File: src/rtl/rtc_time_editor.sv
// BCD edit front end for the RTC controller: loads a field group into shadow
// registers, edits it from push buttons and writes it back with a req/ack handshake.
//
// state  | meaning
// IDLE   | no edit session, waiting for a one-hot mode
// LOAD   | reading the three fields of the group into the shadows
// EDIT   | buttons edit the shadows, mode change ends the session
// COMMIT | writing the three shadows back, one handshake per field
module rtc_time_editor #(
    parameter int unsigned RD_WAIT    = 8,
    parameter int unsigned WR_TIMEOUT = 255
) (
    input  logic       clk_i,
    input  logic       reset_i,
    input  logic [2:0] interruptores_i,
    input  logic [3:0] selectores_i,
    input  logic [7:0] datamemoria_i,
    input  logic       wr_ack_i,
    output logic [3:0] ADDreadreg_o,
    output logic [7:0] writedata_o,
    output logic       wr_req_o,
    output logic       busy_o,
    output logic       editing_o,
    output logic [1:0] cursor_o,
    output logic       err_o
);

    typedef enum logic [1:0] {S_IDLE, S_LOAD, S_EDIT, S_COMMIT} state_e;

    localparam logic [7:0] RD_RELOAD = 8'(RD_WAIT - 1);
    localparam logic [7:0] WR_RELOAD = 8'(WR_TIMEOUT - 1);

    state_e     state_q, state_d;
    logic [2:0] mode_s1_q, mode_s2_q;
    logic [3:0] sel_s1_q, sel_s2_q, sel_prev_q;
    logic [2:0] mode_q, mode_d;
    logic [1:0] grp_q, grp_d;
    logic [1:0] k_q, k_d;
    logic [7:0] cnt_q, cnt_d;
    logic       arm_q, arm_d;
    logic [7:0] shadow_q [3];
    logic [7:0] shadow_d [3];
    logic [1:0] cursor_q, cursor_d;
    logic [3:0] addr_q, addr_d;
    logic [7:0] wdata_q, wdata_d;
    logic       wr_req_q, wr_req_d;
    logic       busy_q, busy_d;
    logic       editing_q, editing_d;
    logic       err_q, err_d;
    logic [3:0] sel_rise;
    logic [7:0] cur_v, cur_mn, cur_mx;

    function automatic logic onehot3(input logic [2:0] m);
        return (m == 3'b001) || (m == 3'b010) || (m == 3'b100);
    endfunction

    function automatic logic [1:0] grp_of(input logic [2:0] m);
        case (m)
            3'b010:  return 2'd1;
            3'b100:  return 2'd2;
            default: return 2'd0;
        endcase
    endfunction

    function automatic logic [3:0] fld_addr(input logic [1:0] g, input logic [1:0] k);
        return ({2'b00, g} << 1) + {2'b00, g} + {2'b00, k};
    endfunction

    function automatic logic [7:0] fld_min(input logic [1:0] g, input logic [1:0] k);
        return (g == 2'd1 && k != 2'd2) ? 8'h01 : 8'h00;
    endfunction

    function automatic logic [7:0] fld_max(input logic [1:0] g, input logic [1:0] k);
        if (g == 2'd1) begin
            case (k)
                2'd0:    return 8'h31;
                2'd1:    return 8'h12;
                default: return 8'h99;
            endcase
        end
        return (k == 2'd2) ? 8'h23 : 8'h59;
    endfunction

    function automatic logic [7:0] sanitize(input logic [7:0] v, input logic [7:0] mn,
                                            input logic [7:0] mx);
        if (v[7:4] > 4'd9 || v[3:0] > 4'd9 || v < mn || v > mx) return mn;
        return v;
    endfunction

    function automatic logic [7:0] bcd_inc(input logic [7:0] v, input logic [7:0] mn,
                                           input logic [7:0] mx);
        if (v == mx) return mn;
        if (v[3:0] == 4'd9) return {v[7:4] + 4'd1, 4'd0};
        return v + 8'd1;
    endfunction

    function automatic logic [7:0] bcd_dec(input logic [7:0] v, input logic [7:0] mn,
                                           input logic [7:0] mx);
        if (v == mn) return mx;
        if (v[3:0] == 4'd0) return {v[7:4] - 4'd1, 4'd9};
        return v - 8'd1;
    endfunction

    assign sel_rise = sel_s2_q & ~sel_prev_q;
    assign cur_v    = shadow_q[cursor_q];
    assign cur_mn   = fld_min(grp_q, cursor_q);
    assign cur_mx   = fld_max(grp_q, cursor_q);

    always_ff @(posedge clk_i or negedge reset_i) begin
        if (!reset_i) state_q <= S_IDLE;
        else          state_q <= state_d;
    end

    always_comb begin
        state_d = state_q;
        case (state_q)
            S_IDLE:   if (onehot3(mode_s2_q)) state_d = S_LOAD;
            S_LOAD:   if (!arm_q && cnt_q == 8'd0 && k_q == 2'd2) state_d = S_EDIT;
            S_EDIT:   if (mode_s2_q != mode_q) state_d = S_COMMIT;
            S_COMMIT: if (!wr_req_q && k_q == 2'd2)
                          state_d = onehot3(mode_s2_q) ? S_LOAD : S_IDLE;
            default:  state_d = S_IDLE;
        endcase
    end

    always_comb begin
        mode_d    = mode_q;
        grp_d     = grp_q;
        k_d       = k_q;
        cnt_d     = cnt_q;
        arm_d     = arm_q;
        shadow_d  = shadow_q;
        cursor_d  = cursor_q;
        addr_d    = addr_q;
        wdata_d   = wdata_q;
        wr_req_d  = wr_req_q;
        err_d     = err_q;
        case (state_q)
            S_LOAD: begin
                if (arm_q) begin
                    addr_d = fld_addr(grp_q, k_q);
                    cnt_d  = RD_RELOAD;
                    arm_d  = 1'b0;
                end else if (cnt_q == 8'd0) begin
                    shadow_d[k_q] = sanitize(datamemoria_i, fld_min(grp_q, k_q),
                                             fld_max(grp_q, k_q));
                    if (k_q != 2'd2) begin
                        k_d    = k_q + 2'd1;
                        addr_d = fld_addr(grp_q, k_q + 2'd1);
                        cnt_d  = RD_RELOAD;
                    end
                end else begin
                    cnt_d = cnt_q - 8'd1;
                end
            end
            S_EDIT: begin
                if (state_d == S_COMMIT) begin
                    k_d      = 2'd0;
                    addr_d   = fld_addr(grp_q, 2'd0);
                    wdata_d  = shadow_q[0];
                    wr_req_d = 1'b1;
                    cnt_d    = WR_RELOAD;
                end else if (sel_rise[0]) begin
                    shadow_d[cursor_q] = bcd_inc(cur_v, cur_mn, cur_mx);
                end else if (sel_rise[1]) begin
                    shadow_d[cursor_q] = bcd_dec(cur_v, cur_mn, cur_mx);
                end else if (sel_rise[2]) begin
                    cursor_d = (cursor_q == 2'd0) ? 2'd2 : cursor_q - 2'd1;
                end else if (sel_rise[3]) begin
                    cursor_d = (cursor_q == 2'd2) ? 2'd0 : cursor_q + 2'd1;
                end
            end
            S_COMMIT: begin
                if (wr_req_q) begin
                    if (wr_ack_i) begin
                        wr_req_d = 1'b0;
                    end else if (cnt_q == 8'd0) begin
                        wr_req_d = 1'b0;
                        err_d    = 1'b1;
                    end else begin
                        cnt_d = cnt_q - 8'd1;
                    end
                end else if (k_q != 2'd2) begin
                    // Request drops for one cycle between fields.
                    k_d      = k_q + 2'd1;
                    addr_d   = fld_addr(grp_q, k_q + 2'd1);
                    wdata_d  = shadow_q[k_q + 2'd1];
                    wr_req_d = 1'b1;
                    cnt_d    = WR_RELOAD;
                end
            end
            default: ;
        endcase
        if (state_d == S_LOAD && state_q != S_LOAD) begin
            mode_d   = mode_s2_q;
            grp_d    = grp_of(mode_s2_q);
            k_d      = 2'd0;
            arm_d    = 1'b1;
            cursor_d = 2'd0;
            err_d    = 1'b0;
        end
    end

    always_comb begin
        busy_d    = (state_d == S_LOAD) || (state_d == S_COMMIT);
        editing_d = (state_d == S_EDIT);
    end

    always_ff @(posedge clk_i or negedge reset_i) begin
        if (!reset_i) begin
            mode_s1_q  <= '0;
            mode_s2_q  <= '0;
            sel_s1_q   <= '0;
            sel_s2_q   <= '0;
            sel_prev_q <= '0;
            mode_q     <= '0;
            grp_q      <= '0;
            k_q        <= '0;
            cnt_q      <= '0;
            arm_q      <= 1'b0;
            for (int i = 0; i < 3; i++) shadow_q[i] <= '0;
            cursor_q   <= '0;
            addr_q     <= '0;
            wdata_q    <= '0;
            wr_req_q   <= 1'b0;
            busy_q     <= 1'b0;
            editing_q  <= 1'b0;
            err_q      <= 1'b0;
        end else begin
            mode_s1_q  <= interruptores_i;
            mode_s2_q  <= mode_s1_q;
            sel_s1_q   <= selectores_i;
            sel_s2_q   <= sel_s1_q;
            sel_prev_q <= sel_s2_q;
            mode_q     <= mode_d;
            grp_q      <= grp_d;
            k_q        <= k_d;
            cnt_q      <= cnt_d;
            arm_q      <= arm_d;
            shadow_q   <= shadow_d;
            cursor_q   <= cursor_d;
            addr_q     <= addr_d;
            wdata_q    <= wdata_d;
            wr_req_q   <= wr_req_d;
            busy_q     <= busy_d;
            editing_q  <= editing_d;
            err_q      <= err_d;
        end
    end

    assign ADDreadreg_o = addr_q;
    assign writedata_o  = wdata_q;
    assign wr_req_o     = wr_req_q;
    assign busy_o       = busy_q;
    assign editing_o    = editing_q;
    assign cursor_o     = cursor_q;
    assign err_o        = err_q;

endmodule
File: config.mk
export PLATFORM = sky130hd
export DESIGN_NAME = rtc_time_editor
export DESIGN_NICKNAME = d
export VERILOG_FILES = /design/src/rtl/rtc_time_editor.sv
export SDC_FILE = /design/constraint.sdc
export NUM_CORES = 1
export LEC_CHECK = 0
export CORE_AREA = 2 2 100 102
export DETAILED_ROUTE_END_ITERATION = 12
export DIE_AREA = 0 0 102 104
export PLACE_DENSITY = 0.78
export SYNTH_ARGS = -nofsm -noshare
export SYNTH_HDL_FRONTEND = slang
export SYNTH_SLANG_ARGS = --single-unit
File: constraint.sdc
create_clock -name clk_i -period 9.3 [get_ports clk_i]
set_input_delay 1.395 -clock clk_i [delete_from_list [all_inputs] [get_ports clk_i]]
set_output_delay 1.395 -clock clk_i [all_outputs]
set_load 0.005 [all_outputs]
==> Yosys cells after proc, flatten, opt, wreduce, memory -nomap -nowiden <==
Cells that the tools add are included.
{ "totals": {"regBits": 78, "inputBits": 18, "out_inout_bits": 18, "elab_cells": 261} }
{ "classes": {"n_addsub": 11, "order_cmp": 9, "n_eq_ne": 41, "n_mux": 135, "bitwise": 5, "reduce_logical": 39} }
{ "op_table": {"columns": ["cell", "count"], "rows": [
  ["8-bit 2-to-1 mux", 44],
  ["24-bit 2-to-1 mux", 5],
  ["24-bit bitwise mux", 3],
  ["24-bit case mux with 2 select lines", 1],
  ["8-bit case mux with 2 select lines", 3],
  ["1-bit 2-to-1 mux", 43],
  ["2-bit 2-to-1 mux", 19],
  ["8-bit binary-select mux with 2-bit select", 2],
  ["8-bit demux with 2-bit select", 2],
  ["3-bit inequality test (second input constant)", 9],
  ["8-bit case mux with 3 select lines", 1],
  ["4-bit 2-to-1 mux", 5],
  ["2-bit inequality test (second input constant)", 8],
  ["8-bit by 1-bit subtractor with 8-bit output (second input constant)", 2],
  ["5-bit AND reduction", 3],
  ["7-bit 2-to-1 mux", 2],
  ["2-bit nonzero test", 7],
  ["2-bit == test (second input constant)", 6],
  ["4-bit case mux with 3 select lines", 1],
  ["4-bit AND reduction", 3],
  ["2-bit by 1-bit == test with 1-bit output (second input constant)", 5],
  ["2-bit by 1-bit inequality test with 1-bit output (second input constant)", 5],
  ["3-bit >= comparator (second input constant)", 3],
  ["2-bit NOT with 3-bit output", 3],
  ["35 further kinds", 55]
]} }

==> Depth between registers and ports, before layout <==
{ "depth": {"depth_word": 26, "depth_mapped": 16, "mapped_depth_nobuf": 13} }

==> Worst setup path before layout <==
OpenSTA, ideal clock, no wires.
{ "synth_timing": {"path_type": "reg-to-reg", "from": "reg k_q[0]", "to": "reg shadow_q[18] in the netlist's numbering", "setup_ps": 77, "arrival_ps": 3552, "t_required_ps": 9223, "path_slack_ps": 5670, "stages_incl_launch_ff": 16, "path_buffers": 2, "synth_period_minus_slack_ps": 3630, "cell_sequence": "dfrtp_1 > clkbuf_1 > inv_1 > ha_1 > clkbuf_1 > nor2b_1 > a21oi_1 > ha_1 > nor2b_1 > o31ai_1 > a21oi_1 > a2111oi_0 > o21ai_0 > nor3b_1 > a22oi_1 > a21oi_1"} }
{ "synth_via": {"elab_chain_len": 21, "elab_cells_between_ends": 43, "cone_classes": "order compare: 4; eq/ne: 5; mux: 25; bitwise: 1; reduce/logical: 8"} }
{ "synth_lines": {"columns": ["element", "line_no", "source"], "rows": [
  ["from (decl)", "38", "logic [1:0] k_q, k_d;"],
  ["from (signal assigned)", "237", "k_q <= k_d;"],
  ["2-bit by 1-bit == test with 1-bit output or 2-bit zero test (tied branches)", "75", "case (k)"],
  ["8-bit case mux with 2 select lines", "75", null],
  ["8-bit 2-to-1 mux", "74", "if (g == 2'd1) begin"],
  ["8-bit 2-to-1 mux", "81", "return (k == 2'd2) ? 8'h23 : 8'h59;"],
  ["8-bit 2-to-1 mux", "144", "end else if (cnt_q == 8'd0) begin"],
  ["8-bit 2-to-1 mux", "140", "if (arm_q) begin"],
  ["8-bit 2-to-1 mux", "138", "case (state_q)"],
  ["8-bit > comparator", "86", "if (v[7:4] > 4'd9 || v[3:0] > 4'd9 || v < mn || v > mx) return mn;"],
  ["[5 not listed]", null, null],
  ["8-bit 2-to-1 mux", "87", "return v;"],
  ["8-bit 2-to-1 mux", "144", null],
  ["8-bit 2-to-1 mux", "140", null],
  ["8-bit 2-to-1 mux", "138", null],
  ["24-bit bitwise mux", "145", "shadow_d[k_q] = sanitize(datamemoria_i, fld_min(grp_q, k_q),"],
  ["24-bit 2-to-1 mux", "144", null],
  ["24-bit 2-to-1 mux", "140", null],
  ["24-bit case mux with 2 select lines", "138", null],
  ["to (signal assigned)", "240", "shadow_q <= shadow_d;"],
  ["to (decl)", "41", "logic [7:0] shadow_q [3];"]
]} }
Several ways; a longest one is shown, not always the timed one. The select of a mux whose other input is x is not followed.
A chain may end at the register's enable or synchronous reset.

==> Worst setup path after layout <==
Ends and elaborated chain as after synthesis.

==> summary by stage <==
Cells and area
Compared with the post-synthesis result, the final layout area differs by 10.9%. The final net count is roughly 700. The repair_antennas step left the layout with diodes totalling 0. After the flow finishes, the layout carries non-filler instances totaling ~760. Summing all non-filler instances in the final layout gives an area of roughly 0.006 mm^2. Of the cells placed in the final design, the portion with a size suffix greater than 1 is 0.0825.

Routing
The first-iteration detailed-routing DRC count is a little under 400. The via density per instance is around 6.4. The first TritonRoute pass finished after 5 iterations. For this run, design rule violations remaining after detail routing come to 0.

The count of nets left with antenna violations once routing finished came out at 0. Across all layers, the routed design uses roughly 5,000 vias. In the final routed layout, each cell accounts on average for roughly 19 um.

The total length of routed wires is 14,500 um.

Synthesis
When the netlist entered floorplanning its net count stood at 662. Counting flops and latches in the post-synthesis netlist gives between 70 and 80. The mean post-synth cell area is 9.00 um^2. The combinational family with the most area after synthesis is compound AO/OA/AOI/OAI gates. Of the total synthesized cell area, the portion taken by AND, OR, NAND and NOR gates is 0.181.

The share of synthesized cell area in full adder, half adder and majority cells is 0.0899. Sorting the synthesized cells by area gives the leading types as sky130_fd_sc_hd__dfrtp_1 (35%), sky130_fd_sc_hd__ha_1 (8.3%), sky130_fd_sc_hd__nor2_1 (5.0%). After synthesis the cells add up to 0.00545 mm^2. The complex-gate fraction of the synthesized area is 0.262. The number of library cell types mapped by synthesis is between 70 and 80.

The area share of the leading cell type in the synthesized netlist is 0.353. The commonest cells after synthesis are sky130_fd_sc_hd__dfrtp_1 (77), sky130_fd_sc_hd__nor2_1 (73), sky130_fd_sc_hd__a21oi_1 (53), sky130_fd_sc_hd__nand2_1 (37), sky130_fd_sc_hd__ha_1 (36). The most used flip-flop cell after synthesis is sky130_fd_sc_hd__dfrtp_1. Of the post-synthesis cell area, the part taken by muxes is 0.0525. The most common cell in the synthesized netlist is sky130_fd_sc_hd__dfrtp_1. In the synthesized netlist the async set-or-reset flop fraction comes to 1.00. The synthesized design contains 0 enable-type register cells. Synthesis handed over a netlist of roughly 610 instances.

The post-synthesis xor/xnor area fraction is 0.0177. The cell accounting for the most synthesized area is sky130_fd_sc_hd__dfrtp_1. The share of synthesized area occupied by flip-flops and latches is 0.353. The number of warnings printed during yosys synthesis is 0.

Min path
The startpoint of the tightest hold check path is sel_s1_q[1]$_DFF_PN0_. The path class of the tightest hold or removal check is flop to flop. The worst hold path was traced through 0 stages. For hold timing, the worst endpoint is sel_s2_q[1]$_DFF_PN0_.

STA
The top achievable clock speed is about 0.23 GHz. After routing, the total negative slack on setup checks comes to 0 ps. The worst clock skew on the final layout is between 10 and 15 ps.

The post-route clock period utilization is 0.459. At the pin with the least slew margin, the transition time is 1100 ps. The count of final max-slew check failures came to 0. Setup repair after global routing left no endpoint under its margin. The worst slew slack as a fraction of its limit is 0.261.

Setup violations remaining at the end of the flow were counted as 0. The number of failing hold endpoints at the final stage is 0. The clock period minus worst slack is roughly 4300 ps.

Critical path
Walking the worst path, the cells encountered are inv_1 > ha_1 > nor2b_1 > a21oi_1 > ha_1 > nor2b_1 > o31ai_1 > a21oi_1 > a2111oi_0 > o21ai_0 > nor3b_1 > a22oi_1 > a21oi_1. The worst setup path is captured at a flop. The worst stage delay on the critical path is around 730 ps. The endpoint identified for the worst register-to-register timing path is shadow_q[18]$_DFFE_PN0P_. In this design, the critical path's most frequently occurring cell is sky130_fd_sc_hd__a21oi_1.

The startpoint kind of the worst setup timing path is a flop. The data arrival time of the critical path is ~4600 ps. The required time of the critical path is roughly 9600 ps.

The largest individual stage delay along the critical path comes from the cell sky130_fd_sc_hd__dfrtp_1. The type of the worst setup path is flop to flop. The number of cells on the worst reg-to-reg path is 13.

The setup check on the worst reg-to-reg path leaves a slack of roughly 5000 ps. The peak fanout along the critical path is 16. The critical register-to-register path startpoint is k_q[0]$_DFFE_PN0P_.

CTS
The setup fix buffers added after clock tree synthesis is 0. The post-CTS resize count is 0. The later-pin clock latency in the skew report is roughly 370 ps. TritonCTS built the clock tree. The buffer depth of the longest clock path is 2. The H-tree depth reported by CTS is 3. The clock slew at the register clock pins of the worst setup and hold paths is approximately 80 ps. Counting the buffers created by CTS gives 9. The number of clock sinks seen by CTS is 77. The master cell of the clock root buffer is sky130_fd_sc_hd__clkbuf_8.

After clock tree synthesis, the flow added hold-fix buffers numbering 0.

Power
The power density relative to cell area is 329 mW/mm^2. The peak supply drop is approximately 180 uV. Summed over all cells, the static leakage comes to ~2.5 nW.

Global route
Entering global routing, the biggest net connects a little under 80 pins. The global-route congestion overflow total is 0. The number of antenna violations at the first check in global routing is 0. In the global route stage, overall resource usage came out at 0.284. The via count of the first global-routing pass is 4,751. The global-route wire length before repair is 23,800 um.

Floorplan
The die height is about 100 um. The number of placement rows is 36. The initial utilization of the core area, before any placement, comes to 0.571. The core region is 0.00955 mm^2.

Measured along the x axis, the die boundary spans 102 um. During I/O placement, the number of pins put on the boundary was 36. The floorplan die area is 0.0106 mm^2.

Placement
The routability-driven placement congestion ratio is approximately 0.94. The number of placed instances, taps included, is around 750. Buffers placed on the I/O ports in this run total 35.

The placed standard-cell area is approximately 0.0058 mm^2. The final HPWL from detailed placement is between 10,000 and 15,000 um.

Outcome
The run finished with clean final reports.

Flow run
The number of max-capacitance violations reported is 0.
==> worst max path at each step <==
stage	start	end	slack, ps	cells past startpoint
6_report	k_q[0]$_DFFE_PN0P_	shadow_q[18]$_DFFE_PN0P_	5030	13
3_3_place_gp	datamemoria_i[1]	shadow_q[18]$_DFFE_PN0P_	4920	10
4_1_cts	k_q[0]$_DFFE_PN0P_	shadow_q[18]$_DFFE_PN0P_	5100	13
5_1_grt	k_q[0]$_DFFE_PN0P_	shadow_q[18]$_DFFE_PN0P_	4680	13
3_5_place_dp	datamemoria_i[1]	shadow_q[18]$_DFFE_PN0P_	4850	10
2_1_floorplan	k_q[0]$_DFFE_PN0P_	shadow_q[18]$_DFFE_PN0P_	5670	15
==> registers in the layout, indices dropped and copies added (netlist names), 2 cells and up <==
name / cells
mode_s2_q: 3
sel_s1_q: 4
mode_s1_q: 3
shadow_q: 24
sel_s2_q: 4
sel_prev_q: 4
cursor_o: 2
writedata_o: 8
mode_q: 3
ADDreadreg_o: 4
k_q: 2
cnt_q: 8
grp_q: 2
==> where the power goes <==
group	total [W]	switching, W	internal (W)
Sequential	0.000566	0.000137	0.000429
Clock	0.000269	0.000136	0.000133
Combinational	0.00116	0.000668	0.000489
Total	0.00199	0.000942	0.00105
==> placed cells by master (no fill, tap or decap), drive strengths merged, types with 5 or more instances in the layout <==
cell            n
and2            5
nor2           74
xnor2          11
clkbuf         10
nor3           21
mux2           10
o22a            5
clkdlybuf4s50  34
a21oi          53
o21ai          25
a22oi          22
a21o            5
or3             6
inv            27
nor2b          12
a31oi          17
nor3b           6
nand2b         14
a221oi         11
a2bb2oi         7
nand2          37
nand3           8
a211oi          5
mux2i          17
o22ai           6
dfrtp          77
ha             36
==> metal layers <==
metal / vias up / track usage / part of all wire
li1: 2281 / - / -
met1: 2362 / 0.383 / 0.42
met2: 205 / 0.433 / 0.47
met3: 44 / 0.0679 / 0.063
met4: 0 / 0.126 / 0.040
met5: - / 0 / 0
==> cell families (layout without fill, tap and decap cells) <==
kind of cell | count (synthesis) | after routing
adders and majority gates | 38 | 38
DFF | 77 | 77
buffers and inverters | 55 | 79
muxes | 27 | 27
AOI/OAI and AO/OA | 198 | 198
and+or+nand+nor | 200 | 200
xor gates and xnor gates | 11 | 11
==> through the flow <==
stage / setup WS (ps) / util / hold slack (ps) / power, W
CTS: 5100 / 0.634 / 356 / 0.00198
floorplan: 5670 / - / 331 / 0.00139
detailed placement: 4850 / 0.612 / 336 / 0.00171
global route: 4680 / 0.634 / 364 / 0.00214
global placement: 4920 / 0.612 / 332 / 0.00168
finish: 5030 / 0.634 / 353 / 0.00199
==> critical path, delay by kind of cell (launching register included) <==
family,cells,cell delay (ps)
AOI/OAI and AO/OA,7,1480
and+or+nand+nor,3,1090
DFF,1,730
adders and majority gates,2,690
buffers and inverters,1,210
==> layout make-up <==
cell class                 count  area, um^2
clock buffer                  10         138
clock inverter                 6        70.1
fill                         789        3500
inverter                      26        97.6
multi-input combinational    474        3290
sequential                    77        1930
tap                          133         166
timing repair buffer          37         363
Note: power is estimated with default switching activity, not from simulation.
